File: config.mk
export PLATFORM = sky130hd
export DESIGN_NAME = sw_score_tracker_flat
export DESIGN_NICKNAME = d
export VERILOG_FILES = /design/src/rtl/sw_score_tracker_pkg.sv /design/src/rtl/sw_score_tracker_if.sv /design/src/rtl/sw_score_tracker_sm_gt.sv /design/src/rtl/sw_score_tracker.sv /design/src/flat_wrapper.sv
export SDC_FILE = /design/constraint.sdc
export NUM_CORES = 1
export LEC_CHECK = 0
export BUFFER_PORTS_ARGS = -buffer_cell sky130_fd_sc_hd__buf_2
export CORE_AREA = 4 4 118 75
export CTS_CLUSTER_SIZE = 14
export DETAILED_ROUTE_END_ITERATION = 12
export DIE_AREA = 0 0 122 79
export PLACE_DENSITY = 0.47
export SYNTH_ARGS = -nofsm -noshare
export SYNTH_HDL_FRONTEND = slang
export SYNTH_SLANG_ARGS = --single-unit
File: constraint.sdc
create_clock -name clk -period 2.5 [get_ports clk]
set_clock_uncertainty 0.15 [all_clocks]
set_input_delay 0.5 -clock clk [delete_from_list [all_inputs] [get_ports clk]]
set_output_delay 0.5 -clock clk [all_outputs]
set_load 0.01 [all_outputs]
File: src/rtl/sw_score_tracker_pkg.sv
// ============================================================================
// Module  : sw_score_tracker_pkg
// Brief   : Shared score-width defines, tracker state encoding and constants.
// Revision: 1.0 - initial release
// ============================================================================
`default_nettype none

`ifndef SW_UTIL_DEFS
`define SW_UTIL_DEFS
`define V_E_F_Bit      16
`define Alpha_Beta_Bit 8
`define Match_bit      4
`endif

package sw_score_tracker_pkg;

  localparam int SCORE_W = `V_E_F_Bit;
  localparam int IDX_W_DEFAULT = 10;

  typedef enum logic [1:0] {
    ST_IDLE  = 2'd0,
    ST_ACCUM = 2'd1,
    ST_HOLD  = 2'd2
  } track_state_e;

endpackage

`default_nettype wire

File: src/rtl/sw_score_tracker_if.sv
// ============================================================================
// Module  : sw_score_tracker_if
// Brief   : Score beat stream in, result record out (both valid/ready).
// Revision: 1.0 - initial release
// ============================================================================
`default_nettype none

interface sw_score_tracker_if
  import sw_score_tracker_pkg::*;
#(
  parameter int DATA_WIDTH = SCORE_W,
  parameter int IDX_W      = IDX_W_DEFAULT
);
  logic                  in_valid;
  logic                  in_ready;
  logic [DATA_WIDTH-1:0] in_score;
  logic                  in_last;
  logic                  out_valid;
  logic                  out_ready;
  logic [DATA_WIDTH-1:0] out_score;
  logic [IDX_W-1:0]      out_idx;
  logic [IDX_W-1:0]      out_count;
  logic                  out_ovf;

  modport master (
    output in_valid, in_score, in_last, out_ready,
    input  in_ready, out_valid, out_score, out_idx, out_count, out_ovf
  );

  modport slave (
    input  in_valid, in_score, in_last, out_ready,
    output in_ready, out_valid, out_score, out_idx, out_count, out_ovf
  );
endinterface

`default_nettype wire

File: src/rtl/sw_score_tracker_sm_gt.sv
// ============================================================================
// Module  : sw_sm_gt
// Brief   : Combinational strict sign-magnitude compare, gt = (a > b).
// Revision: 1.0 - initial release
// ============================================================================
`default_nettype none

module sw_sm_gt #(
  parameter int DATA_WIDTH = 16
) (
  input  logic [DATA_WIDTH-1:0] a,
  input  logic [DATA_WIDTH-1:0] b,
  output logic                  gt
);
  logic                  a_neg;
  logic                  b_neg;
  logic [DATA_WIDTH-2:0] a_mag;
  logic [DATA_WIDTH-2:0] b_mag;

  assign a_neg = a[DATA_WIDTH-1];
  assign b_neg = b[DATA_WIDTH-1];
  assign a_mag = a[DATA_WIDTH-2:0];
  assign b_mag = b[DATA_WIDTH-2:0];

  always_comb begin
    gt = 1'b0;
    // +0 and -0 compare equal, so a zero pair never reports greater
    if ((a_mag == '0) && (b_mag == '0)) begin
      gt = 1'b0;
    end else if (a_neg != b_neg) begin
      gt = b_neg;
    end else if (!a_neg) begin
      gt = (a_mag > b_mag);
    end else begin
      gt = (a_mag < b_mag);
    end
  end
endmodule

`default_nettype wire

File: src/rtl/sw_score_tracker.sv
// ============================================================================
// Module  : sw_score_tracker
// Brief   : Tracks best score and its first beat index per query; emits one
//           record per query. Optional zero floor via SCORE_TRACK_CLAMP_EN.
// Revision: 1.0 - initial release
// ============================================================================
`default_nettype none

module sw_score_tracker
  import sw_score_tracker_pkg::*;
#(
  parameter int DATA_WIDTH = SCORE_W,
  parameter int IDX_W      = IDX_W_DEFAULT
) (
  input  wire logic           clk,
  input  wire logic           reset,
  sw_score_tracker_if.slave   bus
);
  localparam logic [IDX_W-1:0] CNT_MAX = '1;
  localparam logic [IDX_W-1:0] CNT_ONE = IDX_W'(1);

  track_state_e          state_q, state_d;
  logic [DATA_WIDTH-1:0] best_q,  best_d;
  logic [IDX_W-1:0]      idx_q,   idx_d;
  logic [IDX_W-1:0]      cnt_q,   cnt_d;
  logic                  ovf_q,   ovf_d;

  logic [DATA_WIDTH-1:0] score_eff;
  logic                  score_gt;
  logic                  accept;

`ifdef SCORE_TRACK_CLAMP_EN
  assign score_eff = bus.in_score[DATA_WIDTH-1] ? '0 : bus.in_score;
`else
  assign score_eff = bus.in_score;
`endif

  sw_sm_gt #(.DATA_WIDTH(DATA_WIDTH)) u_gt (
    .a  (score_eff),
    .b  (best_q),
    .gt (score_gt)
  );

  assign accept = bus.in_valid && (state_q != ST_HOLD);

  always_comb begin
    state_d = state_q;
    best_d  = best_q;
    idx_d   = idx_q;
    cnt_d   = cnt_q;
    ovf_d   = ovf_q;
    case (state_q)
      ST_IDLE: begin
        if (accept) begin
          best_d  = score_eff;
          idx_d   = '0;
          cnt_d   = CNT_ONE;
          ovf_d   = 1'b0;
          state_d = bus.in_last ? ST_HOLD : ST_ACCUM;
        end
      end
      ST_ACCUM: begin
        if (accept) begin
          // Count holds at its ceiling; idx takes the pre-increment count
          if (cnt_q == CNT_MAX) ovf_d = 1'b1;
          else                  cnt_d = cnt_q + CNT_ONE;
          if (score_gt) begin
            best_d = score_eff;
            idx_d  = cnt_q;
          end
          if (bus.in_last) state_d = ST_HOLD;
        end
      end
      ST_HOLD: begin
        if (bus.out_ready) state_d = ST_IDLE;
      end
      default: state_d = ST_IDLE;
    endcase
  end

  always_ff @(posedge clk) begin
    if (reset) begin
      state_q <= ST_IDLE;
      best_q  <= '0;
      idx_q   <= '0;
      cnt_q   <= '0;
      ovf_q   <= 1'b0;
    end else begin
      state_q <= state_d;
      best_q  <= best_d;
      idx_q   <= idx_d;
      cnt_q   <= cnt_d;
      ovf_q   <= ovf_d;
    end
  end

  assign bus.in_ready  = (state_q != ST_HOLD);
  assign bus.out_valid = (state_q == ST_HOLD);
  assign bus.out_score = best_q;
  assign bus.out_idx   = idx_q;
  assign bus.out_count = cnt_q;
  assign bus.out_ovf   = ovf_q;
endmodule

`default_nettype wire

File: src/flat_wrapper.sv
// flat-port wrapper written by rule: the top's interface ports become plain ports
module sw_score_tracker_flat import sw_score_tracker_pkg::*;
#(
  parameter int DATA_WIDTH = SCORE_W,
  parameter int IDX_W      = IDX_W_DEFAULT
)
  (clk, reset, bus_in_valid, bus_in_score, bus_in_last, bus_out_ready, bus_in_ready, bus_out_valid, bus_out_score, bus_out_idx, bus_out_count, bus_out_ovf);
  sw_score_tracker_if #(.DATA_WIDTH(DATA_WIDTH), .IDX_W(IDX_W)) bus_i ();
  input  wire logic clk;
  input  wire logic reset;
  input wire logic [$bits(bus_i.in_valid)-1:0] bus_in_valid;
  input wire logic [$bits(bus_i.in_score)-1:0] bus_in_score;
  input wire logic [$bits(bus_i.in_last)-1:0] bus_in_last;
  input wire logic [$bits(bus_i.out_ready)-1:0] bus_out_ready;
  output wire logic [$bits(bus_i.in_ready)-1:0] bus_in_ready;
  output wire logic [$bits(bus_i.out_valid)-1:0] bus_out_valid;
  output wire logic [$bits(bus_i.out_score)-1:0] bus_out_score;
  output wire logic [$bits(bus_i.out_idx)-1:0] bus_out_idx;
  output wire logic [$bits(bus_i.out_count)-1:0] bus_out_count;
  output wire logic [$bits(bus_i.out_ovf)-1:0] bus_out_ovf;
  assign bus_i.in_valid = bus_in_valid;
  assign bus_i.in_score = bus_in_score;
  assign bus_i.in_last = bus_in_last;
  assign bus_i.out_ready = bus_out_ready;
  assign bus_in_ready = bus_i.in_ready;
  assign bus_out_valid = bus_i.out_valid;
  assign bus_out_score = bus_i.out_score;
  assign bus_out_idx = bus_i.out_idx;
  assign bus_out_count = bus_i.out_count;
  assign bus_out_ovf = bus_i.out_ovf;
  sw_score_tracker #(.DATA_WIDTH(DATA_WIDTH), .IDX_W(IDX_W)) u_core (.clk(clk), .reset(reset), .bus(bus_i));
endmodule
==> results of run 1 <==
## per-layer routing
layer,routed length (um),up-vias
met4,32,0
met1,3420,862
li1,-,1022
met2,2150,37
met5,0,-
met3,252,2
## through the flow
| stage | instances | power, uW | util |
|---|---|---|---|
| 4_1_cts | 427 | 1690 | 0.368 |
| 3_3_place_gp | 419 | 1020 | 0.348 |
| 3_5_place_dp | 419 | 1020 | 0.348 |
| 5_1_grt | 431 | 1790 | 0.380 |
| 2_1_floorplan | 248 | 895 | - |
| 6_report | 431 | 1700 | 0.380 |
## worst min-delay path: stages (launching register included)
cell and delay [ns]:
dfxtp_2 0.32, nand2b_1 0.06, mux2i_1 0.05
## power by group
| group | total, uW | leakage [uW] | internal (uW) | switching, uW |
|---|---|---|---|---|
| Combinational | 352 | 0.000865 | 170 | 182 |
| Clock | 659 | 0.0000772 | 425 | 235 |
| Sequential | 688 | 0.000321 | 654 | 34.0 |
| Total | 1700 | 0.00126 | 1250 | 450 |
## flip-flops by register name (all words and copies together) (netlist names)
register	count
u_core.bus.out_idx	10
u_core.bus.out_score	16
u_core.bus.out_ovf	1
u_core.state_q	2
u_core.bus.out_count	10
## synth_stat cells, drive strengths merged, types with 2 or more instances
master / number
xnor2: 3
clkbuf: 7
nand2b: 42
o21ai: 8
nand2: 9
nor4: 8
mux2i: 15
nand4: 4
nor3: 3
or3: 2
a21oi: 11
dfxtp: 39
a211oi: 4
ha: 16
o211ai: 2
xor2: 2
nand3: 5
inv: 21
a211o: 2
nor2: 18
o2bb2ai: 10
buf: 2
## timing repair
item	CTS	global route
hold endpoints to repair	0	0
setup endpoints to repair	0	25
hold buffers	0	0
gates resized for setup	0	14
buffers inserted	0	3
## final timing paths
kind                            startpoint                  endpoint  slack, ns  depth (start not counted)
setup / recovery  u_core.bus.out_score[12]  u_core.bus.out_score[10]       0.13                         10
hold / removal     u_core.bus.out_score[8]   u_core.bus.out_score[8]       0.33                          2
setup reg to reg  u_core.bus.out_score[12]  u_core.bus.out_score[10]       0.13                         10
hold reg to reg    u_core.bus.out_score[8]   u_core.bus.out_score[8]       0.33                          2
## logic make-up after synthesis
group	count (synthesis)
simple gates	97
xor+xnor	5
buf+inv	30
mux	16
flops	39
fa+ha+maj	16
compound gates	45
## cells in the final DEF (no fill, tap or decap), types with 5 or more instances in the layout
cell type  Yosys  final
ha_1          16     15
nor4_1         6      6
mux2i_1       15     15
nand2_1        9      8
buf_4          0     14
clkbuf_16      0      6
nor2_1        18     18
dfxtp_1       39     32
o2bb2ai_1     10     10
nand2b_1      42     42
a21oi_1       11     11
buf_2          1     59
inv_1         21     21
dfxtp_2        0      6
o21ai_0        8      7
nand3_1        5      5
## area by class of cell
class                           count  area [um2]  share of cell area
Clock buffer                        8         156              0.0533
Tap cell                          108         135              0.0460
Sequential cell                    39         792               0.270
Multi-Input combinational cell    179        1320               0.448
Inverter                           21        78.8              0.0269
Timing Repair Buffer               76         457               0.156
==> results.cfg, run 1 <==
[run_status]
outcome = finished clean

[cells_and_area]
diodes = 0
drive_gt1_frac = 0.313
design_area_mm2 = 0.00294
final_nets = 359
syn_to_final_growth_pct = 34.0
fillers = 817

[global_route]
grtUsageTotal = 0.121
grt_pass1_wl_mm = 9.45
antenna_found_initial = 0
met3_usage = 0.0320
grt.met1_usage = 0.197
top_usage_layer = met1
use_met2 = 0.156
grt-ovfl-total = 0
grt_pass1_vias = 1839
grt_max_degree = 25

[clock_network]
numCtsBuffers = 5
h-tree-depth = 2
cts_tree = yes
root_buffer = clkbuf_16
clock_sinks = 39
clk_pin_slew_worst_paths_ns = 0.06
cts_buffer_depth = 2
clk_latency_ns = 0.27

[run]
drv_cap = 0

[timing]
finalMaxSlewViolations = 0
fin_crit_ns = 2.37
whs_ns = 0.326
fmax_ghz = 0.421
finalHoldViolations = 0
fin_ws_ns = 0.126
worstMarginPinSlew_ns = 0.659
tns_ns = 0
slew_headroom = 0.558
post-route-period-util = 0.950
setup_viol_count_final = 0

[synthesis]
yosysUniqueCellTypes = 41
syn_inst = 248
synth_seq_area_share = 0.356
synth_fp_nets = 285
yosys_warnings = 0
synth-simple-area-share = 0.253
yosys.area.top_type = dfxtp_1
synth-edff-count = 0
synth_area_per_cell_um2 = 8.83
synthMuxAreaShare = 0.0737
syn_area_mm2 = 0.00219
synth_compound_area_frac = 0.150
synth-seq-cells = 39
synth_top_family_by_area = simple AND/OR/NAND/NOR gates
synth_xor_area_frac = 0.0200
synth_top_area_frac = 0.356
synthAdderAreaFrac = 0.0914
async_reset_ff_frac = 0
synth.area.top_cells = dfxtp_1 (36%), nand2b_1 (12%), ha_1 (9.1%)
synth_flop_cell = dfxtp_1

[pwr]
leakage_uw = 0.00126
power_density_mw_per_mm2 = 579
vdd_drop_max_uv = 362

[drt]
wl_per_cell_um = 13.6
wirelength_mm = 5.85
viasPerCell = 4.46
drc_errors = 0
drtIter0Drc = 85
via_count = 1923
ant_nets = 0
dr.pass1.iters = 4

[floorplan]
die_x_um = 122
rows = 25
die_height_um = 79
start_util = 0.284
io_pins = 60
die_area_mm2 = 0.00964
core-area_mm2 = 0.00773

[critical_path]
critPathLaunchType = flip-flop
path_max_fanout = 5
critPathRequiredTime_ns = 2.55
cpPeakStageDelay_ns = 0.33
criticalPathCategory = reg2reg
path_cells = inv_1, ha_1, nand2_2, nor4_2, buf_4, o31a_1, o211ai_1, o22ai_4, clkbuf_16, mux2i_1
crit_path_top_delay_cell = dfxtp_1
critPathCaptureType = flip-flop
path_buf_inv = 3
worstPathArrival_ns = 2.42
critical_path.top_delay_family = compound AO/OA/AOI/OAI gates

[placed_design]
io_buffers = 59
dp_slack_ns = -0.0551
dp_hpwl_mm = 4.49
gp_congestion = 0.775
placed_cell_area_mm2 = 0.00269

[min_path]
hold_path_class = reg2reg
Power figures use the tool's default switching activity.
==> inputs of run 2 (changes only) <==
--- a/config.mk
+++ b/config.mk
@@ -6,11 +6,11 @@
 export NUM_CORES = 1
 export LEC_CHECK = 0
 export BUFFER_PORTS_ARGS = -buffer_cell sky130_fd_sc_hd__buf_2
-export CORE_AREA = 4 4 118 75
+export CORE_AREA = 4 4 96 62
 export CTS_CLUSTER_SIZE = 14
 export DETAILED_ROUTE_END_ITERATION = 12
-export DIE_AREA = 0 0 122 79
-export PLACE_DENSITY = 0.47
+export DIE_AREA = 0 0 100 66
+export PLACE_DENSITY = 0.67
 export SYNTH_ARGS = -nofsm -noshare
 export SYNTH_HDL_FRONTEND = slang
 export SYNTH_SLANG_ARGS = --single-unit
==> run 2 against run 1 <==
- via count grew 3.3%
- sequential share of layout area grew 1.5 points
- flip-flop and latch count is the same
- final cell count shrank 11%
- critical path depth shrank 1
- fmax is essentially flat
- power shrank 8.1%
- non-clock buffer count shrank 7
- combinational power shrank 4%
- worst hold slack lost 0.0028 ns
- first-iteration DRC count grew 19%
- largest cell class unchanged
==> results.cfg, run 2 (synthesized netlist as in run 1, its figures left out) <==
[timing]
fmax_ghz = 0.421
fin_crit_ns = 2.37
finalHoldViolations = 0
setup_viol_count_final = 0
whs_ns = 0.323
slew_headroom = 0.547
post-route-period-util = 0.950
finalMaxSlewViolations = 0
worstMarginPinSlew_ns = 0.675

[floorplan]
rows = 20
core-area_mm2 = 0.00498
die_height_um = 66
die_area_mm2 = 0.00660
die_x_um = 100
start_util = 0.440
io_pins = 60

[global_route]
grt_pass1_wl_mm = 8.81
grtUsageTotal = 0.167
antenna_found_initial = 0
met3_usage = 0.0390
grt.met1_usage = 0.254
use_met2 = 0.232
grt_pass1_vias = 1755
top_usage_layer = met1
grt_max_degree = 30
grt-ovfl-total = 0

[critical_path]
critPathCaptureType = flip-flop
critPathRequiredTime_ns = 2.57
criticalPathCategory = reg2reg
critPathLaunchType = flip-flop
startpoint = u_core.bus.out_score[14]
path_max_fanout = 5
reg2reg_from = u_core.bus.out_score[14]
worstPathArrival_ns = 2.45

[pwr]
p_int_uw = 1110
power_uw = 1560
power_density_mw_per_mm2 = 561
p_switching_uw = 452
swShare = 0.290
combPwrFrac = 0.217
vdd_drop_max_uv = 279
seq_power_share = 0.441
leakage_uw = 0.00121
clockPowerShare = 0.342

[cells_and_area]
fillers = 471
final_cell_mix = buf_2 (59), nand2b_1 (42), dfxtp_1 (32)
largest_reg_flops = 16
drive_gt1_frac = 0.297
final_common_cell = buf_2
syn_to_final_growth_pct = 27.0
diodes = 0
final_nets = 352

[min_path]
worstHoldStart = u_core.bus.out_idx[4]
hold_path_class = reg2reg

[clock_network]
root_buffer = clkbuf_8
clock_sinks = 39
clk_latency_ns = 0.29
cts_tree = yes
cts_buffer_depth = 2
clk_pin_slew_worst_paths_ns = 0.09
numCtsBuffers = 5
h-tree-depth = 2

[drt]
wirelength_mm = 5.47
wl_per_cell_um = 14.3
viasPerCell = 5.20
via_count = 1987
drtIter0Drc = 101
ant_nets = 0
dr.pass1.iters = 4
drc_errors = 0

[run]
drv_cap = 0

[placed_design]
io_buffers = 59
gp_congestion = 0.751
dp_hpwl_mm = 4.11

[run_status]
outcome = finished clean
==> run 2: final cells by class <==
cell class	instances	area (um2)	area share
clock inverter	3	43.8	0.0157
sequential	39	792	0.285
timing repair buffer	69	404	0.145
clock buffer	5	68.8	0.0247
multi-input combinational	179	1310	0.472
inverter	21	78.8	0.0283
tap	66	82.6	0.0297
==> run 2: power by group through the flow <==
stage	sequential [uW]	clock, uW	combinational, uW
final	689	534	338
after detailed placement	701	0	309
after CTS	686	543	311
after floorplan	703	0	192
after global routing	695	573	375
after global placement	700	0	302
==> run 2: what timing repair did <==
action / in CTS / in global routing
setup buffers: 0 / 1
hold endpoints to repair: 0 / 0
hold buffers: 0 / 0
gates resized for setup: 0 / 15
endpoints found under the setup margin: 0 / 16
==> run 2: metal layers <==
| metal | up-vias | share of wire |
|---|---|---|
| met3 | 5 | 0.059 |
| met2 | 49 | 0.40 |
| met1 | 926 | 0.54 |
| li1 | 1007 | - |
| met5 | - | 0 |
| met4 | 0 | 0.0097 |
==> run 2: final timing paths <==
path	slack [ns]	cells after the start	endpoint
min	0.32	2	u_core.bus.out_idx[4]
min reg2reg	0.32	2	u_core.bus.out_idx[4]
max	0.13	9	u_core.bus.out_score[8]
max reg2reg	0.13	9	u_core.bus.out_score[8]
==> run 2: per-stage QoR <==
| stage | area [um2] | cells | TNS (ns) | worst slack, ns | util |
|---|---|---|---|---|---|
| floorplan | 2190 | 248 | 0 | 0.145 | - |
| global placement | 2600 | 372 | 0 | 0.00824 | 0.522 |
| detailed placement | 2600 | 372 | -0.872 | -0.0767 | 0.522 |
| CTS | 2710 | 380 | 0 | 0.0907 | 0.544 |
| global route | 2780 | 382 | -0.108 | -0.0498 | 0.559 |
| finish | 2780 | 382 | 0 | 0.125 | 0.559 |
==> run 2: critical path, cell delays in order, from the launching register on <==
cell	delay, ns
dfxtp_2	0.36
inv_1	0.05
ha_1	0.30
nand2_2	0.10
nor4_4	0.34
o31a_1	0.20
o211ai_1	0.13
o22ai_4	0.28
clkbuf_16	0.22
mux2i_1	0.17
